===== config.mk =====
export PLATFORM = sky130hd
export DESIGN_NAME = buffered_mul_taint_param
export DESIGN_NICKNAME = d
export VERILOG_FILES = /design/src/rtl/buffered_mul_taint_param.sv
export SDC_FILE = /design/constraint.sdc
export NUM_CORES = 1
export LEC_CHECK = 0
export ABC_AREA = 1
export CAP_MARGIN = 40
export CORE_MARGIN = 3
export CORE_UTILIZATION = 38
export DETAILED_ROUTE_END_ITERATION = 16
export GPL_TIMING_DRIVEN = 1
export PLACE_DENSITY_LB_ADDON = 0.15
export SETUP_SLACK_MARGIN = 0.02
export SYNTH_ARGS = -nofsm -noshare
export SYNTH_HDL_FRONTEND = slang
export SYNTH_SLANG_ARGS = --single-unit

===== constraint.sdc =====
create_clock -name clk -period 3.6 [get_ports clk]
set_clock_uncertainty 0.2 [all_clocks]
set_input_delay 0.72 -clock clk [delete_from_list [all_inputs] [get_ports clk]]
set_output_delay 0.72 -clock clk [all_outputs]
set_load 0.01 [all_outputs]

===== src/rtl/buffered_mul_taint_param.sv =====
// Variable-latency multiplier feeding a variable-latency output buffer, with 1-bit taint shadows.
// Define CONST_TIME_EN to remove the data-dependent early-out and fast path.
module buffered_mul_taint_param #(
  parameter int WIDTH       = 4,
  parameter int MUL_LATENCY = 2,
  parameter int BUF_LATENCY = 3
) (
  input  logic               clk,
  input  logic               rst,
  input  logic               in_valid,
  input  logic               in_valid_t,
  output logic               in_ready,
  output logic               in_ready_t,
  input  logic [WIDTH-1:0]   in_a,
  input  logic               in_a_t,
  input  logic [WIDTH-1:0]   in_b,
  input  logic               in_b_t,
  output logic               out_valid,
  output logic               out_valid_t,
  input  logic               out_ready,
  input  logic               out_ready_t,
  output logic [2*WIDTH-1:0] out_result,
  output logic               out_result_t
);

  localparam int MAX_LAT = (MUL_LATENCY > BUF_LATENCY) ? MUL_LATENCY : BUF_LATENCY;
  localparam int CNT_W   = $clog2(MAX_LAT + 1);
  localparam int PW      = 2 * WIDTH;

  localparam logic [CNT_W-1:0] CNT_ONE  = CNT_W'(1);
  localparam logic [CNT_W-1:0] MUL_LAST = CNT_W'(MUL_LATENCY);
  localparam logic [CNT_W-1:0] BUF_LAST = CNT_W'(BUF_LATENCY);

  localparam logic       MUL_IDLE = 1'b0;
  localparam logic       MUL_BUSY = 1'b1;
  localparam logic [1:0] BUF_IDLE = 2'd0;
  localparam logic [1:0] BUF_WAIT = 2'd1;
  localparam logic [1:0] BUF_HOLD = 2'd2;

  logic             mulState_q, mulState_d;
  logic [CNT_W-1:0] mulCnt_q, mulCnt_d;
  logic [WIDTH-1:0] mulA_q, mulA_d, mulB_q, mulB_d;
  logic [1:0]       bufState_q, bufState_d;
  logic [CNT_W-1:0] bufCnt_q, bufCnt_d;
  logic [PW-1:0]    bufData_q, bufData_d;
  logic             ctlT_q, ctlT_d, opT_q, opT_d;
  logic             mulDt_q, mulDt_d, bufDt_q, bufDt_d;

  logic          accept, mulDone, transfer, bufAdvance, bufHold;
  logic [PW-1:0] mulProd;

  assign mulProd  = {{WIDTH{1'b0}}, mulA_q} * {{WIDTH{1'b0}}, mulB_q};
  assign in_ready = (mulState_q == MUL_IDLE);
  assign accept   = in_valid && in_ready;
  assign bufHold  = (bufState_q == BUF_HOLD);

`ifdef CONST_TIME_EN
  assign mulDone     = (mulState_q == MUL_BUSY) && (mulCnt_q == MUL_LAST);
  assign bufAdvance  = (bufState_q == BUF_WAIT) && (bufCnt_q == BUF_LAST);
  assign in_ready_t  = ctlT_q;
  assign out_valid_t = ctlT_q;
`else
  // Completion time leaks operand zeroness only when the two paths differ in length.
  localparam logic LAT_DIFF = (MUL_LATENCY != BUF_LATENCY);
  assign mulDone     = (mulState_q == MUL_BUSY) &&
                       ((mulCnt_q == MUL_LAST) || (mulA_q == '0) || (mulB_q == '0));
  assign bufAdvance  = (bufState_q == BUF_WAIT) &&
                       ((bufData_q != '0) || (bufCnt_q == BUF_LAST));
  assign in_ready_t  = ctlT_q | (opT_q & LAT_DIFF);
  assign out_valid_t = ctlT_q | (opT_q & LAT_DIFF);
`endif

  assign transfer     = mulDone && (bufState_q == BUF_IDLE);
  assign out_valid    = bufHold;
  assign out_result   = bufHold ? bufData_q : '0;
  assign out_result_t = bufDt_q | ctlT_q;

  // Next-state logic for both FSMs and the taint shadows.
  always_comb begin
    mulState_d = mulState_q;
    mulCnt_d   = mulCnt_q;
    mulA_d     = mulA_q;
    mulB_d     = mulB_q;
    mulDt_d    = mulDt_q;
    bufState_d = bufState_q;
    bufCnt_d   = bufCnt_q;
    bufData_d  = bufData_q;
    bufDt_d    = bufDt_q;
    ctlT_d     = ctlT_q | (in_valid_t & in_ready) | (out_ready_t & bufHold);
    opT_d      = opT_q | (accept & (in_a_t | in_b_t));

    case (mulState_q)
      MUL_IDLE: if (accept) begin
        mulState_d = MUL_BUSY;
        mulCnt_d   = CNT_ONE;
        mulA_d     = in_a;
        mulB_d     = in_b;
        mulDt_d    = in_a_t | in_b_t;
      end
      default: begin
        if (transfer) mulState_d = MUL_IDLE;
        else if (!mulDone) mulCnt_d = mulCnt_q + CNT_ONE;
      end
    endcase

    case (bufState_q)
      BUF_IDLE: if (transfer) begin
        bufState_d = BUF_WAIT;
        bufCnt_d   = CNT_ONE;
        bufData_d  = mulProd;
        bufDt_d    = mulDt_q;
      end
      BUF_WAIT: begin
        if (bufAdvance) bufState_d = BUF_HOLD;
        else bufCnt_d = bufCnt_q + CNT_ONE;
      end
      BUF_HOLD: if (out_ready) bufState_d = BUF_IDLE;
      default: bufState_d = BUF_IDLE;
    endcase
  end

  always_ff @(posedge clk) begin
    if (rst) begin
      mulState_q <= MUL_IDLE;
      mulCnt_q   <= '0;
      mulA_q     <= '0;
      mulB_q     <= '0;
      mulDt_q    <= 1'b0;
      bufState_q <= BUF_IDLE;
      bufCnt_q   <= '0;
      bufData_q  <= '0;
      bufDt_q    <= 1'b0;
      ctlT_q     <= 1'b0;
      opT_q      <= 1'b0;
    end else begin
      mulState_q <= mulState_d;
      mulCnt_q   <= mulCnt_d;
      mulA_q     <= mulA_d;
      mulB_q     <= mulB_d;
      mulDt_q    <= mulDt_d;
      bufState_q <= bufState_d;
      bufCnt_q   <= bufCnt_d;
      bufData_q  <= bufData_d;
      bufDt_q    <= bufDt_d;
      ctlT_q     <= ctlT_d;
      opT_q      <= opT_d;
    end
  end

endmodule


# --- Yosys cells after proc, flatten, opt, wreduce, memory -nomap -nowiden ---
# Index checks and enable logic that the tools add are counted.
totals:
  regBits: 27
  inputBits: 16
classes:
  multipliers: 1
  bitwise_logic: 10
  n_eq_ne: 10
  addsub: 2
  mux: 14
  reduce_logical: 18
op_table:
  columns: ["cell", "count"]
  rows:
  - ["$mux 2", 8]
  - ["$ne 2x2->1 const B", 6]
  - ["$reduce_and 3->1", 3]
  - ["$logic_not 4->1", 2]
  - ["$mul 4x4->8", 1]
  - ["$mux 8", 1]
  - ["$reduce_bool 8->1", 1]
  - ["$eq 2x2->1 const B", 3]
  - ["$or 1x1->1", 6]
  - ["$pmux 2 s3", 1]
  - ["$add 2x1->2 const B", 2]
  - ["$logic_and 1x1->1", 4]
  - ["$pmux 2 s2", 1]
  - ["$reduce_and 2->1", 2]
  - ["$reduce_bool 2->1", 2]
  - ["$and 1x1->1", 3]
  - ["$logic_or 1x1->1", 3]
  - ["$mux 1", 3]
  - ["$eq 2x1->1 const B", 1]
  - ["$logic_not 2->1", 1]
  - ["$not 1->1", 1]

# --- Depth between registers and ports, before layout ---
logic_depth:
  ltp_word: 7
  mapped_depth: 15
  mapped_depth_nobuf: 15

# --- Worst setup path after synthesis ---
# No wires, ideal clock.
synth_timing:
  path_type: "reg-to-reg"
  from: "reg mulA_q[0]"
  to: "reg bufData_q[6]"
  path_buffers: 0
  t_required_ns: 3.281
  arrival_ns: 2.314
  slack_ns: 0.967
  setup_time_ns: 0.119
  period_less_slack_ns: 2.633
  path_stages_with_launch: 10
  path_cell_list: "dfxtp_1 -> nand2_1 -> fa_1 -> fa_1 -> fa_1 -> inv_1 -> nand3_1 -> nand2_1 -> xnor2_1 -> a21oi_1"
synth_via:
  elab_chain_cells: 6
synth_rtl:
  columns: ["element", "line_no", "rtl"]
  rows:
  - ["start: declaration", "42", "logic [WIDTH-1:0] mulA_q, mulA_d, mulB_q, mulB_d;"]
  - ["start signal: assignment", "138", "mulA_q <= mulA_d;"]
  - ["branches (longest 6 deep; another with $mul 4x4->8)", null, null]
  - ["end signal: assignment", "143", "bufData_q <= bufData_d;"]
  - ["end: declaration", "45", "logic [PW-1:0] bufData_q, bufData_d;"]
# Parallel ways; which one is timed is not known.
# A chain may end at the register's enable or synchronous reset.

# --- Worst setup path after layout ---
layout_timing:
  from: "reg mulA_q[0]"
  to: "reg bufData_q[7]"
# The elaborated chain is that of the path after synthesis.

==> results.md <==
- The maximum fanout count along the critical path is 6.
- The wire length after detailed routing is 3.31 mm.
- The final design instance area without fill is 0.00208 mm^2.
- The Yosys warning count is 0.
- The number of buffers inserted by port buffering is 28.
- The share of synthesized cell area in and, or, nand and nor gates is 0.308.
- For the worst flop-to-flop path, the logic depth is 13.
- The mapped netlist covers 0.00173 mm^2.
- By count the netlist is led by sky130_fd_sc_hd__nor2_1 (41), sky130_fd_sc_hd__nand2_1 (36), sky130_fd_sc_hd__inv_1 (33), sky130_fd_sc_hd__dfxtp_1 (27), sky130_fd_sc_hd__ha_1 (14).
- The top-level I/O count is 29.
- The run finished with clean final reports.
- The completed layout was analyzed and its total power is 774 uW.
- The vertical die dimension is 73.4 um.
- The number of endpoints with negative hold slack in the final report was 0.
- Of the cells placed in the final design, the portion with a size suffix greater than 1 is 0.135.
- The post-DP HPWL is 2.59 mm.
- Once placement finished, the instance area stood at 0.00203 mm^2.
- The fraction of the mapped netlist area in compound gates is 0.105.
- The count of routing violations after the opening detailed-route iteration is 49.
- The die covers 0.00539 mm^2.
- For the final routed database, the setup TNS stands at 0 ns.
- Setup repair after global routing left no endpoint under its margin.
- The number of nets with antenna violations after routing is 0.
- The tool flagged a number of max-cap violations equal to 0.
- STA classifies the critical path endpoint as a flop.
- The worst-case headroom to the max-slew limit is 0.668.
- The number of inserted diodes is 0.
- The cell sitting at the root of the clock tree is a sky130_fd_sc_hd__clkbuf_8.
- In this run the static leakage power is 0.990 nW.
- Of the total synthesized cell area, the portion taken by full adders, half adders and majority gates is 0.148.
- Synthesis instantiated 32 different standard cells from the library.
- After detailed routing, the number of remaining DRC violations is 0.
- Global routing finished with a remaining overflow of 0.
- The sequential element share of the synthesized area is 0.313.
- The main combinational cell family by area after synthesis is simple AND/OR/NAND/NOR gates.
- The worst setup path is launched from a flop.
- The number of placed instances, taps included, is 305.
- The register-to-register setup slack is 0.81 ns.
- The part of the cycle the worst path needs is 0.775.
- The type of the tightest min-delay check is flop to flop.
- Compared with the post-synthesis result, the final layout area differs by 20.4%.
- The most common cell in the netlist is sky130_fd_sc_hd__nor2_1.
- The largest voltage drop on the vdd net is 0.197 mV.
- Dividing the detail-routed wire length by the instance count gives 10.7 um.
- The start of the worst register-to-register path is mulA_q[0].
- The worst hold path was traced through 2 stages.
- The die is 73.4 um wide.
- The post-synthesis xor/xnor area fraction is 0.0102.
- The critical setup path kind is flop to flop.
- The actual transition at the worst max-transition pin is 0.496 ns.
- The post-CTS resize count is 0.
- The maximum number of buffers from clock root to sink is 2.
- The power per cell area is 373 mW/mm^2.
- In this run the post-CTS setup repair buffer count came out at 0.
- Hold repair after CTS inserted 0 buffers.
- For this run, the total global-route usage over all layers was measured as 0.141.
- The number of synthesized flops with an enable pin is 0.
- The later pin in the worst-skew pair is clocked with a latency of 0.27 ns.
- The total via count in the routed design is 1394.
- The final-report max-slew violation count is 0.
- The worst hold path begins at opT_q.
- The largest total area in the synthesized netlist belongs to sky130_fd_sc_hd__dfxtp_1.
- The hold-critical path endpoint is opT_q.
- After clock tree synthesis, the clock-pin slew on the worst setup and hold paths is 0.10 ns.
- The CTS tree is yes.
- The first-pass iteration count of the detailed router is 4.
- The top-area cell type share of the netlist area is 0.313.
- The shortest period the worst path allows is 2.79 ns.
- Entering global routing, the biggest net connects 20 pins.
- The number of clock buffers added by TritonCTS is 3.
- After synthesis, the share of flip-flops with an asynchronous set or reset is 0.
- The H-tree level count is 1.
- The placer congestion estimate is 0.843.
- The arrival time reported for the critical path endpoint is 2.78 ns.
- The synthesized design contains 27 register bits.
- The primary flip-flop cell chosen by synthesis mapping is sky130_fd_sc_hd__dfxtp_1.
- The number of antenna violations at the first check in global routing is 0.
- The number of clock sinks is 27.
- The synthesized net count is 265.
- The upper clock frequency limit is 358 MHz.
- The data required time at the worst endpoint is 3.59 ns.
- The multiplexer fraction of the synthesized cell area is 0.
- After filler insertion, the fill cell instance count of the layout stands at 442.
- After floorplanning, the core was divided into 23 placement rows.
- Setup violations remaining at the end of the flow were counted as 0.
- The first global-routing pass estimated 6.06 mm of wire.
- The mean post-synth cell area is 7.47 um^2.
- Using the TritonRoute via totals, the vias-per-cell ratio works out to 4.51.
- In this run the standard cell core region covers 0.00420 mm^2.
- The number of cells produced by synthesis is 231.
- Yosys attributes the largest share of cell area to sky130_fd_sc_hd__dfxtp_1 (31%), sky130_fd_sc_hd__ha_1 (10%), sky130_fd_sc_hd__nor2_1 (8.9%).
- The number of global-route vias before repair came to 1386.
- The post-layout instance count excluding filler cells is 309.
- In this run the critical register-to-register path is captured at bufData_q[7].
- The starting density of the core is 0.411.
- The final core utilization is 0.494.
- After the last flow step, the layout net total stands at 294.
==> worst max-delay path by stage <==
stage               startpoint            to  cells past startpoint
floorplan            mulA_q[0]  bufData_q[6]                      9
global placement     mulA_q[0]  bufData_q[7]                     13
detailed placement   mulA_q[0]  bufData_q[7]                     13
CTS                  mulA_q[0]  bufData_q[7]                     13
global route         mulA_q[1]  bufData_q[7]                     13
finish               mulA_q[0]  bufData_q[7]                     13
==> through the flow <==
step	worst slack [ns]	hold slack, ns
finish	0.808	0.254
global route	0.611	0.297
CTS	0.805	0.259
detailed placement	0.814	0.245
global placement	0.877	0.239
floorplan	0.967	0.225
==> registers in the layout (all words and copies together) (netlist names) <==
| name | flops |
|---|---|
| bufDt_q | 1 |
| mulState_q | 1 |
| mulA_q | 4 |
| opT_q | 1 |
| bufCnt_q | 2 |
| mulB_q | 4 |
| bufData_q | 8 |
| ctlT_q | 1 |
| bufState_q | 2 |
| mulDt_q | 1 |
| mulCnt_q | 2 |
==> area by class of cell <==
class,count,area (um^2),area share
Clock buffer,3,41.3,0.0199
Clock inverter,1,5.00,0.00241
Inverter,41,154,0.0741
Multi-Input combinational cell,158,986,0.475
Sequential cell,27,541,0.260
Tap cell,50,62.6,0.0301
Timing Repair Buffer,29,288,0.139
==> critical path, stage by stage (launching register included) <==
cell and delay [ns]:
sky130_fd_sc_hd__dfxtp_1 0.44, sky130_fd_sc_hd__nand2_1 0.11, sky130_fd_sc_hd__fa_1 0.51, sky130_fd_sc_hd__fa_1 0.60
sky130_fd_sc_hd__inv_1 0.06, sky130_fd_sc_hd__ha_1 0.31, sky130_fd_sc_hd__nand2_1 0.08, sky130_fd_sc_hd__nor2_1 0.04
sky130_fd_sc_hd__nand2_1 0.07, sky130_fd_sc_hd__nand3_1 0.07, sky130_fd_sc_hd__nand2_1 0.06, sky130_fd_sc_hd__nand3_1 0.06
sky130_fd_sc_hd__nand2_1 0.06, sky130_fd_sc_hd__inv_1 0.03
==> per-layer routing <==
layer / up-vias / global-route usage / share of wire
met5: - / 0 / 0
met4: 0 / 0.0423 / 0.0094
met3: 4 / 0.0328 / 0.037
met2: 23 / 0.227 / 0.44
met1: 592 / 0.186 / 0.51
li1: 775 / - / -
==> report_power, final <==
group | internal (mW) | total [mW] | leakage, nW | switching (mW)
clock network | 0.0776 | 0.174 | 0.0255 | 0.0965
logic | 0.102 | 0.235 | 0.742 | 0.133
registers | 0.334 | 0.364 | 0.222 | 0.0310
total | 0.513 | 0.774 | 0.990 | 0.261
==> cell families (layout without fill, tap and decap cells) <==
kind of cell	count (synthesis)	count (layout)
and+or+nand+nor	108	108
buffers and inverters	46	74
AOI/OAI and AO/OA	30	30
DFF	27	27
adders and majority gates	18	18
xor gates and xnor gates	2	2
==> cells in the final DEF (no fill, tap or decap), drive strengths merged <==
master	count
nor2	46
nand2	42
inv	40
clkdlybuf4s50	28
dfxtp	27
ha	14
o21ai	14
a21oi	12
nand3	11
fa	4
nand4	3
clkbuf	3
or2	3
nor3	3
xnor2	2
o22ai	2
clkinv	2
a31oi	1
a221oi	1
buf	1
No activity file was read; power rests on OpenSTA's default activity.
==> RTL change: new RTL, same flow settings <==
Set the parameter `BUF_LATENCY` to 2 (it was 3).
--- a/src/rtl/buffered_mul_taint_param.sv
+++ b/src/rtl/buffered_mul_taint_param.sv
@@ -3,7 +3,7 @@
 module buffered_mul_taint_param #(
   parameter int WIDTH       = 4,
   parameter int MUL_LATENCY = 2,
-  parameter int BUF_LATENCY = 3
+  parameter int BUF_LATENCY = 2
 ) (
   input  logic               clk,
   input  logic               rst,
Formal check against the unedited RTL: not equivalent (Yosys sat finds a counterexample within 4 cycles, from zero or initial values and one cycle with rst high).
==> RTL change against the unedited design <==
  * Die area shrank 6.7%
  * Synthesized cell count is 2.6% higher
  * Utilization grew 1.1 points
  * Clock power decreased by 6%
  * Via count rose by 0.14%
  * Sequential cell count fell by 1
  * Wire length fell by 3.0%
  * Power is 12% lower
  * Global-route usage is 0.20 points lower
  * Final area down 6.2%
  * Worst setup slack lost 0.098 ns
  * Area after synthesis shrank 7.3%
  * Worst hold slack improved by 0.036 ns
  * Critical endpoint is now bufData_q[6]
==> RTL change: results (changes against the unedited design) <==
| Metric | Value | Unit | Change |
|:---|:---|:---|:---|
| Total placed instance area | 1910 | um^2 | -6.1% |
| Hold_ws | 0.290 | ns | +0.0358 ns |
| Top cell types by occurrence after synthesis | nor2_1 (55), nand2_1 (47), inv_1 (38), dfxtp_1 (26), o21ai_0 (15) | - |  |
| Largest cells by area after synthesis | dfxtp_1 (33%), nor2_1 (13%), nand2_1 (11%), ha_1 (11%), inv_1 (8.9%) | - |  |
| Gpl congestion | 0.777 | - | -7.8% |
| Share of total power in the clock network | 23.9 | % | +1.4 points |
| Final std cells w/o fill | 311 | - | +0.65% |
| Largest net degree at the start of global routing | 21 | - | +5.0% |
| All-layer global routing usage | 13.8 | % | -0.20 points |
| Routed via count | 1396 | - | +0.14% |
| Worst R2R Path Depth | 8 | - | -5 |
| Endpoint of the worst hold path | mulCnt_q[0] | - |  |
| Stage delay of the slowest cell on the critical path | 0.55 | ns | -0.05 ns |
| Global-route wire length before repair | 5710 | um | -5.8% |
| Detailed-placement wirelength estimate | 2660 | um | +2.7% |
| Post-Synth Adder-Cell Area | 15.9 | % | +1.2 points |
| Worst Slack Setup Final | 0.710 | ns | -0.0981 ns |
| Worst rel slew slack | 66.8 | % | about the same |
| Fill count | 446 | - | +0.90% |
| Compound-gate portion of the synthesized area | 7.74 | % | -2.8 points |
| Nets@finish | 299 | - | +1.7% |
| Result of the run | complete, no violations | - |  |
| Pre-CTS setup slack | 0.726 | ns | -0.0879 ns |
| Worst Hold Launch | mulCnt_q[0] | - |  |
| FF-to-FF End | bufData_q[6] | - |  |
| Mapped Nets | 271 | - | +2.3% |
| Leakage dissipation | 0.971 | nW | -1.9% |
| Power density over the cells | 349 | nW/um^2 | -6.4% |
| Critical path data arrival time | 2.89 | ns | +0.11 ns |
| Sequential-to-total area share from yosys stat | 32.5 | % | +1.2 points |
| NetSw | 209 | uW | -20% |
| Post-synthesis xor/xnor area fraction | 1.09 | % | +0.079 points |
| Share of layout cells above drive strength 1 | 4.18 | % | -9.3 points |
| Number of distinct standard cells referenced by the synthesized netlist | 24 | - | -25% |
| Post-synthesis cell count | 237 | - | +2.6% |
| Worst r2r src | mulB_q[3] | - |  |
## RTL change: changes by cell type in the layout (fill, tap and decap cells not counted), sizes merged, moves of 2 or more
cell	delta
a21oi	-4
nand3	-3
nor2	+9
o22ai	-2
nand2	+6
## RTL change: routing by layer
layer | global-route usage, % | share of wire, % | wire length (um) | vias to the layer above
met5 | 0 | 0 | 0 | -
met4 | 2.51 | 0.59 | 19 | 0
met3 | 3.41 | 4.4 | 140 | 2
met2 | 24.7 | 50 | 1590 | 24
met1 | 17.0 | 45 | 1460 | 592
li1 | - | - | - | 778
## RTL change: final cells by class
cell class | instances | share of cell area, %
Multi-Input combinational cell | 164 | 45.6
Sequential cell | 26 | 26.7
Timing Repair Buffer | 28 | 14.4
Inverter | 42 | 8.09
Tap cell | 48 | 3.08
Clock buffer | 3 | 2.12
## RTL change: critical path, delay by kind of cell, from the launching register on
kind | cells | cell delay, ns
adders and majority gates | 3 | 1.53
and+or+nand+nor | 3 | 0.36
AOI/OAI and AO/OA | 2 | 0.30
DFF | 1 | 0.43
